**src/rtl/note_sequencer.sv**
```systemverilog
// rtl/note_sequencer.sv - melody sequencer feeding the square-wave tone stage
//
// Steps through an 8-entry note ROM at a fixed tempo and presents one note
// at a time as a half-period reload value plus a gate.
//
// Ports:
//   CLK100MHZ  in   system clock, rising edge
//   RST        in   synchronous reset, active high
//   PLAY       in   level: high = play, low = stop
//   LOOP       in   level: restart at entry 0 after the last entry
//   NOTE_DIV   out  half-period reload for the tone stage (0 for a rest)
//   NOTE_EN    out  gate: 1 = tone stage drives audio
//   NOTE_STB   out  one-cycle pulse when a new ROM entry is presented
//   NOTE_IDX   out  ROM index currently presented
//   PLAYING    out  high while loading, sounding or in the inter-note gap
module note_sequencer #(
    parameter int CLK_HZ      = 100000000,
    parameter int TICK_CYCLES = 6250000,
    parameter int GAP_CYCLES  = 500000,
    parameter int DIV_WIDTH   = 20
) (
    input  logic                 CLK100MHZ,
    input  logic                 RST,
    input  logic                 PLAY,
    input  logic                 LOOP,
    output logic [DIV_WIDTH-1:0] NOTE_DIV,
    output logic                 NOTE_EN,
    output logic                 NOTE_STB,
    output logic [2:0]           NOTE_IDX,
    output logic                 PLAYING
);

    localparam int TICK_W = $clog2(TICK_CYCLES + 1);
    localparam int GAP_W  = $clog2(GAP_CYCLES + 1);

    // Reload = round(CLK_HZ / (2*f)) - 1; rounding to nearest keeps each
    // tone within half a clock of the ideal half period.
    function automatic int half_period(input int f);
        return (f == 0) ? 0 : (CLK_HZ + f) / (2 * f) - 1;
    endfunction

    localparam logic [DIV_WIDTH-1:0] DIV_TAB [0:15] = '{
        '0,
        DIV_WIDTH'(half_period(262)), DIV_WIDTH'(half_period(294)),
        DIV_WIDTH'(half_period(330)), DIV_WIDTH'(half_period(349)),
        DIV_WIDTH'(half_period(392)), DIV_WIDTH'(half_period(440)),
        DIV_WIDTH'(half_period(494)), DIV_WIDTH'(half_period(523)),
        '0, '0, '0, '0, '0, '0, '0
    };

    function automatic logic [3:0] rom_code(input logic [2:0] i);
        case (i)
            3'd0:    return 4'd1;
            3'd1:    return 4'd2;
            3'd2:    return 4'd3;
            3'd3:    return 4'd0;
            3'd4:    return 4'd5;
            3'd5:    return 4'd6;
            3'd6:    return 4'd7;
            default: return 4'd8;
        endcase
    endfunction

    function automatic logic [2:0] rom_dur(input logic [2:0] i);
        return (i == 3'd7) ? 3'd4 : 3'd2;
    endfunction

    typedef enum logic [2:0] {S_IDLE, S_LOAD, S_NOTE, S_GAP, S_DONE} state_t;

    state_t               state, state_nxt;
    logic [2:0]           idx, idx_nxt;
    logic [3:0]           dur, dur_nxt;
    logic [TICK_W-1:0]    tick, tick_nxt;
    logic [GAP_W-1:0]     gap, gap_nxt;
    logic [DIV_WIDTH-1:0] div_nxt;
    logic                 en_nxt, stb_nxt, playing_nxt;
    logic [2:0]           nidx_nxt;
    logic [3:0]           code;
    logic [2:0]           rdur;

    assign code = rom_code(idx);
    assign rdur = rom_dur(idx);

    always_ff @(posedge CLK100MHZ) begin
        if (RST) begin
            state    <= S_IDLE;
            idx      <= '0;
            dur      <= '0;
            tick     <= '0;
            gap      <= '0;
            NOTE_DIV <= '0;
            NOTE_EN  <= 1'b0;
            NOTE_STB <= 1'b0;
            NOTE_IDX <= '0;
            PLAYING  <= 1'b0;
        end else begin
            state    <= state_nxt;
            idx      <= idx_nxt;
            dur      <= dur_nxt;
            tick     <= tick_nxt;
            gap      <= gap_nxt;
            NOTE_DIV <= div_nxt;
            NOTE_EN  <= en_nxt;
            NOTE_STB <= stb_nxt;
            NOTE_IDX <= nidx_nxt;
            PLAYING  <= playing_nxt;
        end
    end

    // Stop (PLAY low) outranks tick/gap expiry in every active state.
    always_comb begin
        state_nxt = state;
        case (state)
            S_IDLE: if (PLAY) state_nxt = S_LOAD;
            S_LOAD: state_nxt = PLAY ? S_NOTE : S_IDLE;
            S_NOTE: begin
                if (!PLAY)
                    state_nxt = S_IDLE;
                else if (tick == '0 && dur <= 4'd1)
                    state_nxt = S_GAP;
            end
            S_GAP: begin
                if (!PLAY)
                    state_nxt = S_IDLE;
                else if (gap == '0)
                    state_nxt = (idx != 3'd7 || LOOP) ? S_LOAD : S_DONE;
            end
            S_DONE: if (!PLAY) state_nxt = S_IDLE;
            default: state_nxt = S_IDLE;
        endcase
    end

    always_comb begin
        idx_nxt     = idx;
        dur_nxt     = dur;
        tick_nxt    = tick;
        gap_nxt     = gap;
        div_nxt     = NOTE_DIV;
        en_nxt      = NOTE_EN;
        nidx_nxt    = NOTE_IDX;
        stb_nxt     = 1'b0;
        playing_nxt = (state_nxt == S_LOAD) || (state_nxt == S_NOTE) ||
                      (state_nxt == S_GAP);
        case (state)
            S_IDLE: if (state_nxt == S_LOAD) idx_nxt = 3'd0;
            S_LOAD: begin
                if (state_nxt == S_NOTE) begin
                    div_nxt  = DIV_TAB[code];
                    en_nxt   = (code != 4'd0);
                    stb_nxt  = 1'b1;
                    nidx_nxt = idx;
                    dur_nxt  = (rdur == 3'd0) ? 4'd1 : {1'b0, rdur};
                    tick_nxt = TICK_W'(TICK_CYCLES - 1);
                end
            end
            S_NOTE: begin
                if (state_nxt == S_GAP) begin
                    en_nxt  = 1'b0;
                    gap_nxt = GAP_W'(GAP_CYCLES - 1);
                end else if (state_nxt == S_NOTE) begin
                    if (tick == '0) begin
                        tick_nxt = TICK_W'(TICK_CYCLES - 1);
                        dur_nxt  = dur - 4'd1;
                    end else begin
                        tick_nxt = tick - TICK_W'(1);
                    end
                end
            end
            S_GAP: begin
                if (state_nxt == S_LOAD)
                    idx_nxt = (idx == 3'd7) ? 3'd0 : idx + 3'd1;
                else if (state_nxt == S_GAP)
                    gap_nxt = gap - GAP_W'(1);
            end
            default: ;
        endcase
        // Leaving the active states always silences the tone stage.
        if (state_nxt == S_IDLE || state_nxt == S_DONE)
            en_nxt = 1'b0;
    end

endmodule

```
**config.mk**
```make
export PLATFORM = sky130hd
export DESIGN_NAME = note_sequencer
export DESIGN_NICKNAME = d
export VERILOG_FILES = /design/src/rtl/note_sequencer.sv
export SDC_FILE = /design/constraint.sdc
export NUM_CORES = 1
export LEC_CHECK = 0
export BUFFER_PORTS_ARGS = -buffer_cell sky130_fd_sc_hd__buf_2
export CAP_MARGIN = 20
export CORE_UTILIZATION = 40
export CTS_CLUSTER_DIAMETER = 60
export DETAILED_ROUTE_END_ITERATION = 12
export PLACE_DENSITY = 0.59
export SLEW_MARGIN = 25
export SYNTH_ARGS = -nofsm -noshare
export SYNTH_HDL_FRONTEND = slang
export SYNTH_SLANG_ARGS = --single-unit
```
**constraint.sdc**
```tcl
create_clock -name CLK100MHZ -period 5.35 [get_ports CLK100MHZ]
set_clock_uncertainty 0.1 [all_clocks]
set_input_delay 0.2675 -clock CLK100MHZ [delete_from_list [all_inputs] [get_ports CLK100MHZ]]
set_output_delay 0.2675 -clock CLK100MHZ [all_outputs]
set_load 0.01 [all_outputs]
```
==> results of run 1 <==
worst max-delay path: stages, from the launching register on:
cell and delay, ns:
dfxtp_1 0.35, inv_1 0.07, ha_1 0.21, or4b_1 0.57, or3_1 0.44, o21a_1 0.38, and3_1 0.46, o211a_1 0.23
nor4_1 0.23
cells in the final DEF, fill, tap and decap left out, types with 3 or more instances in the layout:
cell / Yosys / layout
nor2_1: 52 / 52
nand2b_1: 5 / 5
inv_1: 16 / 16
a211o_1: 4 / 4
nand4_1: 3 / 3
nand2_1: 46 / 46
a21oi_1: 43 / 42
mux2i_1: 5 / 5
a31oi_1: 5 / 5
a211oi_1: 11 / 11
clkbuf_8: 0 / 10
nor4_1: 15 / 15
buf_2: 3 / 27
dfxtp_1: 75 / 75
or3_1: 9 / 9
o21a_1: 7 / 7
nor3_1: 25 / 25
ha_1: 12 / 12
nor2b_1: 3 / 3
or4_1: 10 / 10
a41oi_1: 4 / 4
or2_2: 3 / 3
o31ai_1: 10 / 10
o21ai_0: 34 / 34
nand3_1: 8 / 8
and3_1: 3 / 3
a311oi_1: 12 / 12
logic make-up after synthesis:
family,Yosys count,synth area share (%)
AOI/OAI and AO/OA,155,25.9
adders and majority gates,12,3.78
xor gates and xnor gates,1,0.221
DFF,75,37.8
and+or+nand+nor,200,25.8
buffers and inverters,47,5.10
muxes,5,1.26
other,1,0.0944
through the flow:
step	hold slack (ns)	power, mW	utilization [%]	instances
3_3_place_gp	0.339	0.724	42.9	628
2_1_floorplan	0.305	0.693	-	497
6_report	0.0781	1.16	45.1	644
5_1_grt	0.0881	1.22	45.1	644
3_5_place_dp	0.346	0.725	43.0	628
4_1_cts	0.0679	1.18	45.1	644
Yosys cell counts (3+ instances only):
| library cell | count |
|---|---|
| dfxtp_1 | 75 |
| nor2_1 | 52 |
| nand2_1 | 46 |
| a21oi_1 | 43 |
| o21ai_0 | 34 |
| nor3_1 | 25 |
| clkbuf_1 | 23 |
| inv_1 | 16 |
| nor4_1 | 15 |
| a311oi_1 | 12 |
| ha_1 | 12 |
| a211oi_1 | 11 |
| o31ai_1 | 10 |
| or4_1 | 10 |
| or3_1 | 9 |
| nand3_1 | 8 |
| o21a_1 | 7 |
| a31oi_1 | 5 |
| mux2i_1 | 5 |
| nand2b_1 | 5 |
| a211o_1 | 4 |
| a41oi_1 | 4 |
| buf_4 | 4 |
| and3_1 | 3 |
| buf_2 | 3 |
| nand4_1 | 3 |
| nor2b_1 | 3 |
| or2_2 | 3 |
cell type report:
| cell class | instances | area (µm²) |
|---|---|---|
| Clock buffer | 10 | 138 |
| Fill cell | 985 | 5320 |
| Sequential cell | 75 | 1500 |
| Tap cell | 133 | 166 |
| Inverter | 16 | 60.1 |
| Timing Repair Buffer | 29 | 150 |
| Clock inverter | 6 | 65.1 |
| Multi-Input combinational cell | 375 | 2290 |
flip-flops by register name (all words and copies together), names as in the netlist:
register / count
NOTE_DIV: 17
dur: 4
NOTE_IDX: 3
PLAYING: 1
NOTE_EN: 1
tick: 23
NOTE_STB: 1
state: 3
gap: 19
idx: 3
power breakdown:
| group | total [mW] | internal, mW | switching [mW] |
|---|---|---|---|
| clock | 0.450 | 0.228 | 0.222 |
| sequential | 0.583 | 0.570 | 0.0127 |
| combinational | 0.131 | 0.0452 | 0.0854 |
| total | 1.16 | 0.843 | 0.320 |
path summary, 6_finish.rpt:
kind | cells past startpoint | endpoint | slack [ns] | start
max | 8 | tick[21] | 2.22 | gap[0]
max reg2reg | 8 | tick[21] | 2.22 | gap[0]
min reg2reg | 2 | NOTE_IDX[2] | 0.36 | NOTE_IDX[2]
min | 3 | state[0] | 0.08 | PLAY
routing by layer:
metal | share of wire, % | vias to the layer above | global-route usage (%)
li1 | - | 1867 | -
met1 | 47 | 1792 | 26.5
met2 | 46 | 92 | 32.5
met3 | 4.3 | 16 | 2.97
met4 | 2.3 | 0 | 9.25
met5 | 0 | - | 0
==> impl_metrics.json, run 1 <==
{
  "status": "completed",
  "yosys_warnings": 0,
  "cts_max_path_buffers": 2,
  "grt-ovfl-total": 0,
  "placed_cell_area_mm2": 0.00416,
  "period_share_pct": 58.4,
  "dp_hpwl_um": 6550,
  "fp.dieH_um": 102,
  "grt_pass1_vias": 3453,
  "numClockSinks": 75,
  "htreeDepth": 3,
  "postRouteWirelength_um": 9830,
  "hold_path_class": "input port to flop",
  "clk_pin_slew_ns": 0.08,
  "wire_per_inst_um": 15.3,
  "endpoint_kind": "flop",
  "design_area_mm2": 0.00437,
  "synth_edf_count": 0,
  "via_count": 3767,
  "powerDensity_mw_per_mm2": 266,
  "drive_gt1_share_pct": 12.7,
  "cts_tree": "done",
  "grt_use_total_pct": 20.1,
  "via_per_inst": 5.85,
  "cts_setup_buffers": 0,
  "antenna_found_initial": 0,
  "required_ns": 5.52,
  "synth_area_per_cell_um2": 8.01,
  "ys.flop_type": "dfxtp_1",
  "core_area_mm2": 0.00968,
  "root_buffer": "clkbuf_8",
  "max_cap_violations": 0,
  "antenna_cells": 0,
  "path_max_fanout": 14,
  "pre_cts_slack_ns": 2.16,
  "layout_setup_ws_ns": 2.22,
  "nNetsFinal": 522,
  "p_leak_nw": 1.68,
  "cts_inserted_buffers": 9,
  "drt_first_pass_iters": 5,
  "dieArea_mm2": 0.0103,
  "clk_latency_ns": 0.35,
  "setup_tns_ns": 0,
  "synthCells": 496,
  "slew_headroom_pct": 36.3,
  "netlist_area_mm2": 0.00397,
  "crit_path_start_kind": "flop",
  "grt_pass1_wl_um": 16500,
  "setup_violations": 0,
  "max_freq_ghz": 0.320,
  "start_util_pct": 41.0,
  "path_class": "flop to flop",
  "drt_iter0_markers": 190,
  "yosysUniqueCellTypes": 66,
  "synth_top_area_cell": "dfxtp_1",
  "portBuffers": 27,
  "area_growth_pct": 9.96,
  "hold_viol": 0,
  "finalMaxSlewViolations": 0,
  "ys_ff_latch": 75,
  "rsz0062_at_grt": "no",
  "io_pins": 30,
  "ant_nets": 0,
  "globalplace.congestion": 0.834,
  "grt_max_degree": 69,
  "netlist_top_cells_area": "dfxtp_1 (38%), a21oi_1 (5.4%), nor2_1 (4.9%)",
  "drc_errors": 0,
  "post_cts_resize_count": 0,
  "worst_slew_pin_slew_ns": 0.956,
  "die_x_um": 102,
  "async_flop_share_pct": 0,
  "min_period_ns": 3.13,
  "ctsHoldBuffers": 0,
  "peakVddDrop_mv": 0.111,
  "cp_data_arrival_time_ns": 3.29,
  "synth_top_area_share_pct": 37.8,
  "yosysSeqAreaShare_pct": 37.8,
  "num_rows": 36
}
Note: power is estimated with default switching activity, not from simulation.
==> run 2, diff against run 1 <==
Clock period 5.35 ns to 3.18 ns, I/O delays scaled along.
==> run 2 against run 1 <==
Compared with the run above: count of clock-buffer cells in the layout did not move; highest routed layer unchanged; critical path type unchanged; fmax rose by 6.8%; critical path depth did not move; largest cell class unchanged; final area rose by 2.2%; largest power group unchanged; routed wire length rose by 0.14%; core utilization rose by 1.0 points; sequential power rose by 67%; first-iteration DRC count fell by 1.1%; final cell count rose by 1.7%; via count rose by 0.96%; worst setup slack got worse by 2.0 ns; non-clock buffer count rose by 12.
==> impl_metrics.json, run 2 (synthesis results as in run 1) <==
{
  "status": "completed",
  "comb_power_share_pct": 11.3,
  "min_period_ns": 2.93,
  "endpoint_kind": "flop",
  "p_leak_nw": 1.75,
  "slowest_stage": "or4b_1",
  "globalplace.congestion": 0.785,
  "power_switching_uw": 521,
  "clk_pin_slew_ns": 0.08,
  "cp_data_arrival_time_ns": 3.09,
  "core_area_mm2": 0.00968,
  "largest_reg_flops": 23,
  "drc_errors": 0,
  "start_util_pct": 41.0,
  "hold_path_class": "input port to flop",
  "final_cells": 655,
  "path_delay_family": "simple AND/OR/NAND/NOR gates",
  "nNetsFinal": 534,
  "crit_path_start_kind": "flop",
  "design_area_mm2": 0.00446,
  "via_per_inst": 5.81,
  "num_rows": 36,
  "worst_slew_pin_slew_ns": 0.736,
  "grt-ovfl-total": 0,
  "slowest_delay_ns": 0.55,
  "peakVddDrop_mv": 0.224,
  "ant_nets": 0,
  "period_share_pct": 92.0,
  "layout_setup_ws_ns": 0.255,
  "grt_max_degree": 68,
  "grt_use_total_pct": 20.3,
  "whs_ns": 0.149,
  "setup_tns_ns": 0,
  "wire_per_inst_um": 15.0,
  "cts_max_path_buffers": 2,
  "required_ns": 3.34,
  "cts_tree": "done",
  "cts_inserted_buffers": 9,
  "path_class": "flop to flop",
  "area_growth_pct": 12.4,
  "power.total_mw": 2.02,
  "crit_chain": "inv_1 -> ha_1 -> or4b_1 -> or3_1 -> o21a_1 -> and3_2 -> o211a_1 -> nor4_1",
  "antenna_found_initial": 0,
  "max_cap_violations": 0,
  "final_cell_mix": "dfxtp_1 (75), nor2_1 (52), nand2_1 (46)",
  "powerDensity_mw_per_mm2": 452,
  "io_pins": 30,
  "dp_hpwl_um": 6630,
  "portBuffers": 27,
  "grt_pass1_vias": 3494,
  "grt_pass1_wl_um": 16600,
  "fp.dieH_um": 102,
  "final_common_cell": "dfxtp_1",
  "power.internal_mw": 1.50,
  "rsz0062_at_grt": "no",
  "setup_violations": 0,
  "switching_share_pct": 25.8,
  "top_register": "tick",
  "crit_buf_inv": 1,
  "antenna_cells": 0,
  "pwr-share-clk_pct": 40.3,
  "path_max_fanout": 14,
  "max_freq_ghz": 0.342,
  "placed_cells": 639,
  "root_buffer": "clkbuf_8",
  "drt_first_pass_iters": 4,
  "pre_cts_slack_ns": 0.170,
  "drt_iter0_markers": 188,
  "clk_latency_ns": 0.35,
  "dieArea_mm2": 0.0103,
  "fin_util_pct": 46.1,
  "via_count": 3803,
  "finalMaxSlewViolations": 0,
  "drive_gt1_share_pct": 14.2,
  "htreeDepth": 3,
  "numClockSinks": 75,
  "slew_headroom_pct": 51.0,
  "top_regs": "tick (23), gap (19), NOTE_DIV (17)",
  "die_x_um": 102,
  "postRouteWirelength_um": 9850,
  "hold_viol": 0,
  "p_seq_share_pct": 48.4,
  "placed_cell_area_mm2": 0.00424
}
[run 2: per-layer routing]
| layer | vias to the layer above | track usage, % | share of wire (%) |
|---|---|---|---|
| li1 | 1883 | - | - |
| met1 | 1852 | 26.4 | 49 |
| met2 | 61 | 33.6 | 47 |
| met3 | 7 | 4.14 | 3.2 |
| met4 | 0 | 6.35 | 0.96 |
| met5 | - | 0 | 0 |
[run 2: timing repair]
| item | CTS | global route |
|---|---|---|
| setup endpoints to repair | 0 | 2 |
| endpoints found under the hold margin | 1 | 0 |
| hold buffers | 1 | 0 |
| buffers inserted | 0 | 0 |
| gates resized for setup | 0 | 1 |
[run 2: power by group through the flow]
stage	Combinational, mW	Sequential, mW	Clock [mW]
floorplan	0.167	0.999	0
global placement	0.223	0.997	0
detailed placement	0.225	0.998	0
CTS	0.228	0.976	0.845
global route	0.254	0.980	0.875
finish	0.228	0.976	0.813
[run 2: worst register-to-register path: stages, from the launching register on]
cell	delay, ns
dfxtp_1	0.35
inv_1	0.07
ha_1	0.18
or4b_1	0.55
or3_1	0.44
o21a_1	0.37
and3_2	0.39
o211a_1	0.17
nor4_1	0.23
[run 2: layout make-up]
type / count / area, µm²
tap: 133 / 166
inverter: 16 / 60.1
sequential: 75 / 1500
clock buffer: 10 / 138
timing repair buffer: 41 / 243
fill: 986 / 5220
multi-input combinational: 375 / 2280
clock inverter: 5 / 77.6
[run 2: final timing paths]
path / cells past startpoint / from / slack [ns] / to
max: 8 / gap[0] / 0.25 / tick[21]
max reg2reg: 8 / gap[0] / 0.25 / tick[21]
min: 6 / LOOP / 0.15 / state[2]
min reg2reg: 2 / NOTE_DIV[12] / 0.35 / NOTE_DIV[12]
